`src/rtl/register_move_sequencer.sv`:
```
// register_move_sequencer: sequences a single MOV8 register-to-register move.
// The source register drives the data bus for SETTLE cycles, the destination
// load strobe fires for one cycle, the source is held one more cycle while the
// destination latch closes, and a one-cycle done pulse ends the move.
// A source equal to the destination is a clear move: the bus is left floating
// (reads 0) and only the destination load fires.
module register_move_sequencer #(
  parameter int unsigned SETTLE = 1
) (
  input  logic       clk,
  input  logic       reset,
  input  logic       start,
  input  logic [7:0] instr,
  output logic [7:0] ld,
  output logic [7:0] sel,
  output logic       busy,
  output logic       done,
  output logic       illegal
);

  typedef enum logic [2:0] {
    IDLE,
    SEL,
    LOAD,
    HOLD,
    FIN
  } state_t;

  // Counter preload so that SEL lasts exactly SETTLE cycles (counts down to 0).
  localparam logic [3:0] SETTLE_PRELOAD = 4'(SETTLE - 1);

  state_t     state;
  logic [3:0] settleCnt;
  logic [5:0] moveReg;  // latched ddd sss fields; opcode bits are checked, not kept

  // One-hot source select for a move word; all-zero for a clear move.
  function automatic logic [7:0] selFor(input logic [5:0] word);
    if (word[5:3] == word[2:0]) begin
      selFor = 8'h00;
    end else begin
      selFor = 8'h01 << word[2:0];
    end
  endfunction

  // One-hot destination load for a move word.
  function automatic logic [7:0] ldFor(input logic [5:0] word);
    ldFor = 8'h01 << word[5:3];
  endfunction

  // Sequencer state, settle counter, latched move and all registered outputs.
  always_ff @(posedge clk or posedge reset) begin
    if (reset) begin
      state     <= IDLE;
      settleCnt <= 4'd0;
      moveReg   <= 6'd0;
      ld        <= 8'h00;
      sel       <= 8'h00;
      busy      <= 1'b0;
      done      <= 1'b0;
      illegal   <= 1'b0;
    end else begin
      // NOTE: non-blocking assignments throughout, so every case arm sees the
      // pre-edge state and these pulse defaults are simply overridden below.
      ld      <= 8'h00;
      done    <= 1'b0;
      illegal <= 1'b0;
      case (state)
        IDLE: begin
          if (start) begin
            if (instr[7:6] == 2'b00) begin
              moveReg   <= instr[5:0];
              settleCnt <= SETTLE_PRELOAD;
              sel       <= selFor(instr[5:0]);
              busy      <= 1'b1;
              state     <= SEL;
            end else begin
              illegal <= 1'b1;
            end
          end
        end
        SEL: begin
          if (settleCnt == 4'd0) begin
            ld    <= ldFor(moveReg);
            state <= LOAD;
          end else begin
            settleCnt <= settleCnt - 4'd1;
          end
        end
        LOAD: begin
          state <= HOLD;
        end
        HOLD: begin
          sel   <= 8'h00;
          busy  <= 1'b0;
          done  <= 1'b1;
          state <= FIN;
        end
        FIN: begin
          state <= IDLE;
        end
        default: begin
          sel   <= 8'h00;
          busy  <= 1'b0;
          state <= IDLE;
        end
      endcase
    end
  end

endmodule
```
`config.mk`:
```
export PLATFORM = sky130hd
export DESIGN_NAME = register_move_sequencer
export DESIGN_NICKNAME = d
export VERILOG_FILES = /design/src/rtl/register_move_sequencer.sv
export SDC_FILE = /design/constraint.sdc
export NUM_CORES = 1
export LEC_CHECK = 0
export BUFFER_PORTS_ARGS = -buffer_cell sky130_fd_sc_hd__buf_4
export CAP_MARGIN = 40
export CORE_MARGIN = 2
export CORE_UTILIZATION = 55
export DETAILED_ROUTE_END_ITERATION = 10
export PLACE_DENSITY_LB_ADDON = 0.05
export SETUP_SLACK_MARGIN = 0.4
export SYNTH_ARGS = -nofsm -noshare
export SYNTH_HDL_FRONTEND = slang
export SYNTH_SLANG_ARGS = --single-unit
```
`constraint.sdc`:
```
create_clock -name clk -period 4.2 [get_ports clk]
set_input_delay 0.21 -clock clk [delete_from_list [all_inputs] [get_ports clk]]
set_output_delay 0.21 -clock clk [all_outputs]
set_load 0.005 [all_outputs]
```
==> results of run 1 <==
## worst paths after layout
| path | to | cells past startpoint |
|---|---|---|
| max | sel[3] | 3 |
| min | moveReg[4] | 2 |
| min reg2reg | sel[1] | 1 |
| max reg2reg | sel[3] | 3 |
| min in group asynchronous | sel[1] | 3 |
| max in group asynchronous | settleCnt[0] | 4 |
## flip-flops by register name (all words and copies together) (netlist names)
signal     count
moveReg        3
sel            8
settleCnt      4
illegal        1
state          3
busy           1
ld             8
done           1
## metal layers
metal | track usage, % | up-vias | wire length [um]
li1 | - | 489 | -
met1 | 28.20 | 510 | 1175
met2 | 36.25 | 29 | 1340
met3 | 7.345 | 5 | 136
met4 | 11.11 | 0 | 42
met5 | 0 | - | 0
## final cells by class
class	count	area [sq um]
sequential	29	725.7
multi-input combinational	78	549.3
fill	167	593.1
timing repair buffer	32	260.3
clock buffer	6	41.29
tap	28	35.03
inverter	5	18.77
clock inverter	2	10.01
## report_power, final
group	switching (uW)	leakage, uW	total, uW	internal (uW)
clock network	96.9	0.0000320	161	63.6
logic	109	0.000357	226	117
registers	60.9	0.000392	395	334
## Yosys cell counts (all sizes together), types with 2 or more instances
| library cell | number | area [sq um] |
|---|---|---|
| a21oi | 3 | 15.01 |
| buf | 3 | 23.77 |
| dfrtp | 29 | 725.7 |
| inv | 5 | 18.77 |
| mux2 | 3 | 33.78 |
| nand2 | 6 | 22.52 |
| nand3 | 4 | 20.02 |
| nand4 | 3 | 18.77 |
| nand4b | 3 | 26.28 |
| nor2 | 10 | 37.54 |
| nor2b | 3 | 18.77 |
| nor3 | 4 | 20.02 |
| nor3b | 3 | 22.52 |
| nor4 | 2 | 12.51 |
| nor4b | 2 | 32.53 |
| o21ai | 4 | 20.02 |
| o2bb2ai | 8 | 76.32 |
| or3b | 2 | 17.52 |
| xor2 | 3 | 26.28 |
## metrics by stage
step	area [sq um]	utilization (%)	hold WS [ns]	worst slack (ns)
after floorplan	1321	-	0.2881	2.484
after global placement	1546	69.24	0.4616	2.468
after detailed placement	1579	70.70	0.3136	2.401
after CTS	1640	73.45	0.1249	2.391
after global routing	1640	73.45	0.1174	2.229
final	1640	73.45	0.1302	2.395
## logic make-up after synthesis
family	count (synthesis)	synth area share (%)
AO/OA/AOI/OAI	20	11.27
adder cells (fa/ha/maj)	2	1.704
multiplexers	4	3.314
buffers and inverters	9	3.503
AND/OR/NAND/NOR	49	23.30
flip-flops	29	54.92
XOR/XNOR	3	1.989
## what timing repair did
action / 4_1_cts / 5_1_grt
hold endpoints to repair: 13 / 0
gates resized for setup: 0 / 0
hold buffers: 1 / 0
==> reports/metrics.cfg, run 1 <==
[yosys]
synth_edf_count=0
ys_seq_elements=29
ys.warnings.count=0
synthFlopType=dfrtp_1
yosysSeqAreaShare_pct=54.92
async_flop_share_pct=100.0
syn_area_sq_um=1321
synthCells=116
synth_cell_types=39
synth.avg_cell_area_sq_um=11.39
synth_nets=128

[route]
firstDrtPassIters=4
drt-initial-drc-count=20
drc=0
drt.antenna.violating_nets=0
vias=1033
via_per_inst=5.739
wl_per_cell_um=14.97
routed_wl_um=2694

[grt]
grt-ovfl-total=0
grt_pass1_vias=951
antenna_found_initial=0
grt_pass1_wl_um=4429
grt_max_degree=17
grtUsageTotal_pct=22.92

[clock_tree]
cts_tree=done
cts_setup_buffers=0
cts_sinks=29
clk_latency_ns=0.32
numCtsBuffers=5
root_buffer=clkbuf_4
h-tree-depth=2
cts_buffer_depth=2
path_clk_slew_ns=0.10

[pwr]
leakage_uw=0.0007817
power_density_nw_per_um2=476.3
max-vdd-ir-drop_mv=0.3165
total_power_uw=781.2

[cells_and_area]
syn2layout_area_growth_pct=24.15
n_antenna_cell=0
instances_no_fill=180
final_cell_mix=dfrtp_1, buf_4, nor2_1
drive_gt1_share_pct=31.58
nets=163

[timing]
tightest_slew_ns=0.7056
fmax_mhz=554.1
max_slew_margin_pct=52.86
slew_viol_final=0
finalSetupViolCount=0
rsz0062_at_grt=false
hold_violations=0
timing.final.crit_period_ns=1.805
totalNegativeSetupSlack_ns=0
min_period_over_period_pct=42.97
clock_skew_ns=0.007391

[run]
drv_cap=0

[worst_setup_path]
cp-end-kind=flop
worst_path_largest_cell_delay_ns=0.61
path_max_fanout=9
cp_data_arrival_time_ns=2.05
r2r-start=state[0]
worstPathCellList=or4b_4 -> or4_4 -> o2bb2ai_2
startpoint=state[0]
worstSetupStartpointType=flop
r2r_slack_ns=2.40
path_buf_inv=0
crit_type=flop to flop
critical-path-top-delay-family=simple AND/OR/NAND/NOR gates
cp_slowest_cell=or4b_4
required_ns=4.45

[floorplan]
die_y_um=53.02
die_area_sq_um=2811
ios=30
die_x_um=53.02
row_count=17
coreArea_sq_um=2233
start_util_pct=59.16

[placed_design]
port_buffers=29
gp_congestion=0.7618
dp_cells=171
hpwl_um=1976

[hold_path]
hold_class=primary input to flop
min_from=instr[4]

[status]
status=finished clean

No activity file was read; power rests on OpenSTA's default activity.
==> run 2, diff against run 1 <==
Settings changed: CORE_UTILIZATION 55 to 52.
Clock period 4.2 ns to 1.9 ns, I/O delays scaled along.
==> reports/metrics.cfg, run 2 (synthesis gave the netlist of run 1 again) <==
[floorplan]
die_x_um=54.41
die_area_sq_um=2960
die_y_um=54.41
ios=30
row_count=18
coreArea_sq_um=2432
start_util_pct=54.32

[timing]
totalNegativeSetupSlack_ns=0
finalSetupViolCount=0
rsz0062_at_grt=true
hold_violations=0
slew_viol_final=0
fmax_mhz=642.7
tightest_slew_ns=0.3618
clock_skew_ns=0.01138
timing.final.crit_period_ns=1.556
whs_ns=0.08186
min_period_over_period_pct=81.90
max_slew_margin_pct=75.88
setup_ws_ns=0.3440

[worst_setup_path]
r2r-start=state[1]
r2r_end=sel[3]
r2r_slack_ns=0.34
critical-path-top-delay-family=simple AND/OR/NAND/NOR gates
cp_slowest_cell=or4b_4
cp_data_arrival_time_ns=1.83
r2r_cells=3
worst_path_largest_cell_delay_ns=0.57
worstPathCellList=or4b_4 -> or4_4 -> o2bb2ai_2
path_max_fanout=5
crit_type=flop to flop
cp-end-kind=flop
path_buf_inv=0
worstSetupStartpointType=flop
required_ns=2.18

[clock_tree]
cts_tree=done
root_buffer=clkbuf_4
cts_buffer_depth=2
cts_sinks=29
h-tree-depth=2
clk_latency_ns=0.34
numCtsBuffers=5
path_clk_slew_ns=0.10

[cells_and_area]
drive_gt1_share_pct=42.42
top_regs=ld: 8 flops, sel: 8 flops, settleCnt: 4 flops
seqCellArea_sq_um=728.2
instances_no_fill=195
nFillCells=188
n_antenna_cell=0
multiInputGateArea_sq_um=609.3
syn2layout_area_growth_pct=36.27
mostFrequentLayoutCell=buf_4
finalCoreUtilization_pct=74.02
nets=176
final_cell_mix=buf_4, dfrtp_1, nor2_1

[hold_path]
worst_hold_path.num_cells=3
min_from=instr[2]
whs_endpoint=sel[5]
hold_class=primary input to flop

[grt]
grt-ovfl-total=0
grt_pass1_vias=987
grt_pass1_wl_um=4381
grt_max_degree=30
grtUsageTotal_pct=22.10
antenna_found_initial=0

[placed_design]
gp_congestion=0.7182
post-place-ws_ns=0.2393
dp_cells=179
hpwl_um=1920
port_buffers=29

[route]
wl_per_cell_um=14.17
via_per_inst=5.426
drt.antenna.violating_nets=0
wl_met2_um=1342
vias=1058
routed_wl_um=2764
dr_wl_met3_um=131
firstDrtPassIters=5
top_layer=met4
drc=0
met1_length_um=1243
drt-initial-drc-count=13

[pwr]
power_density_nw_per_um2=1047
leakage_uw=0.0008446
max-vdd-ir-drop_mv=0.9629

[status]
status=finished clean

[run]
drv_cap=0

## run 2: through the flow
step / area, sq um / total power [uW]
3_3_place_gp: 1612 / 1411
6_report: 1800 / 1886
3_5_place_dp: 1612 / 1433
2_1_floorplan: 1328 / 1213
5_1_grt: 1800 / 2011
4_1_cts: 1757 / 1868
## run 2: final cells by class
type                       instances  area share [%]
tap                               30           2.085
timing repair buffer              45           19.53
inverter                           5           1.042
sequential                        29           40.44
clock inverter                     3          0.9729
clock buffer                       5           2.085
multi-input combinational         78           33.84
## run 2: how the worst max path moves through the flow
stage	start	endpoint	slack [ns]	depth (start not counted)
after floorplan	state[1]	sel[3]	0.27	4
after global placement	state[0]	sel[3]	0.28	3
after detailed placement	state[0]	sel[3]	0.24	3
after CTS	state[1]	sel[3]	0.35	3
after global routing	state[1]	sel[3]	0.30	3
final	state[1]	sel[3]	0.34	3
## run 2: what timing repair did
item | CTS | global route
hold endpoints to repair | 32 | 0
pin swaps | 0 | 3
setup endpoints to repair | 7 | 13
resized for setup | 6 | 9
hold buffers | 4 | 0
setup buffers | 4 | 0
## run 2: worst min-delay path, cell delays in order
cell and delay [ns]:
buf_4 0.14, nand4_1 0.07, o2bb2ai_1 0.07
## run 2: power breakdown
group,leakage (uW),switching (uW),internal (uW)
clock network,0.0000310,219,139
logic,0.000424,318,365
registers,0.000389,104,742
total,0.000845,640,1250
## run 2: routing by layer
metal,global-route usage (%),vias up
li1,-,518
met1,26.53,509
met2,34.94,25
met3,8.470,6
met4,10.42,0
met5,0,-
==> run 3, diff against run 2 <==
Clock period 1.9 ns to 1.45 ns, I/O delays scaled along.
==> reports/metrics.cfg, run 3 (synthesis gave the netlist of run 1 again) <==
[status]
status=complete, but fails checks
violations=setup timing

[timing]
timing.final.crit_period_ns=1.520
fmax_mhz=658.0
rsz0062_at_grt=true
max_slew_margin_pct=71.79
finalSetupViolCount=5
tightest_slew_ns=0.4231
slew_viol_final=0
min_period_over_period_pct=104.8
setup_ws_ns=-0.06973
clock_skew_ns=0.01312
hold_violations=0

[clock_tree]
root_buffer=clkbuf_4
cts_buffer_depth=2
numCtsBuffers=5
cts_tree=done
h-tree-depth=2
clk_latency_ns=0.33
path_clk_slew_ns=0.09
cts_sinks=29

[placed_design]
place_area_sq_um=1670
hpwl_um=2010
gp_congestion=0.6953
port_buffers=29

[worst_setup_path]
r2r_slack_ns=-0.07
cp-end-kind=flop
required_ns=1.72
r2r_end=sel[3]
worstSetupStartpointType=flop
crit_end=sel[3]
cp_data_arrival_time_ns=1.79
path_max_fanout=2
crit_type=flop to flop
r2r_cells=3
r2r-start=state[0]
startpoint=state[0]

[pwr]
leakage_uw=0.0009404
power_density_nw_per_um2=1349
max-vdd-ir-drop_mv=1.144

[grt]
grt_pass1_vias=1067
grtUsageTotal_pct=24.26
grt_max_degree=30
grt-ovfl-total=0
antenna_found_initial=0
grt_pass1_wl_um=4836

[floorplan]
die_y_um=54.41
ios=30
start_util_pct=54.32
row_count=18
die_x_um=54.41
die_area_sq_um=2960
coreArea_sq_um=2432

[route]
routed_wl_um=3492
drc=0
wl_per_cell_um=17.03
vias=1120
drt-initial-drc-count=10
via_per_inst=5.463
drt.antenna.violating_nets=0
firstDrtPassIters=4

[run]
drv_cap=0

[cells_and_area]
drive_gt1_share_pct=54.29
mostFrequentLayoutCell=buf_4
final_cell_mix=buf_4, dfrtp_1, nor2_1
syn2layout_area_growth_pct=53.88
nets=186
postLayoutCellArea_sq_um=2033
n_antenna_cell=0
top_regs=ld: 8 flops, sel: 8 flops, settleCnt: 4 flops
finalCoreUtilization_pct=83.59

[hold_path]
hold_class=primary input to flop

run 3: worst min-delay path by stage:
stage,startpoint,endpoint,slack [ns],cells after the start
finish,instr[6],illegal,0.04,3
global route,instr[2],sel[4],0.07,3
CTS,instr[6],illegal,0.02,3
detailed placement,reset,ld[3],0.17,3
global placement,reset,settleCnt[3],0.16,3
floorplan,reset,busy,0.15,1
run 3: worst max-delay path, cell delays in order, from the launching register on:
cell and delay (ns):
dfrtp_1 0.39, or4b_4 0.54, or4_4 0.42, o2bb2ai_2 0.11
run 3: what timing repair did:
action,in CTS,in global routing
setup endpoints to repair,27,27
pin swaps,10,12
resized for setup,21,16
buffers inserted,5,7
hold buffers,4,0
cloned,0,0
endpoints found under the hold margin,32,0
run 3: metrics by stage:
stage	total power, uW	instances	setup TNS [ns]	setup slack (ns)	hold slack, ns
CTS	2558	198	-0.07271	-0.07271	0.02200
floorplan	1617	116	-0.4721	-0.1780	0.1506
global route	2917	205	-0.7570	-0.1006	0.06503
detailed placement	1939	181	-0.2953	-0.09336	0.1713
finish	2743	205	-0.1369	-0.06973	0.03551
global placement	1907	181	-0.05046	-0.04252	0.1617
run 3: routing by layer:
layer	vias up	share of wire [%]	track usage, %	routed length (um)
li1	543	-	-	-
met1	540	41	28.04	1437
met2	27	53	40.96	1841
met3	10	4.3	8.470	149
met4	0	1.8	9.583	64
met5	-	0	0	0
run 3: final cells by class:
type                    instances  area, sq um
well taps                      30        37.54
fillers                       137        399.1
multi-input cells              78        745.7
repair buffers                 55        454.2
clock inverters                 2        10.01
inverters                       5        18.77
flip-flops and latches         29        725.7
clock buffers                   6        41.29
run 3: where the power goes:
part	switching [uW]	internal (uW)	total, uW
Clock	269	184	454
Sequential	185	967	1150
Combinational	552	584	1140
Total	1010	1740	2740
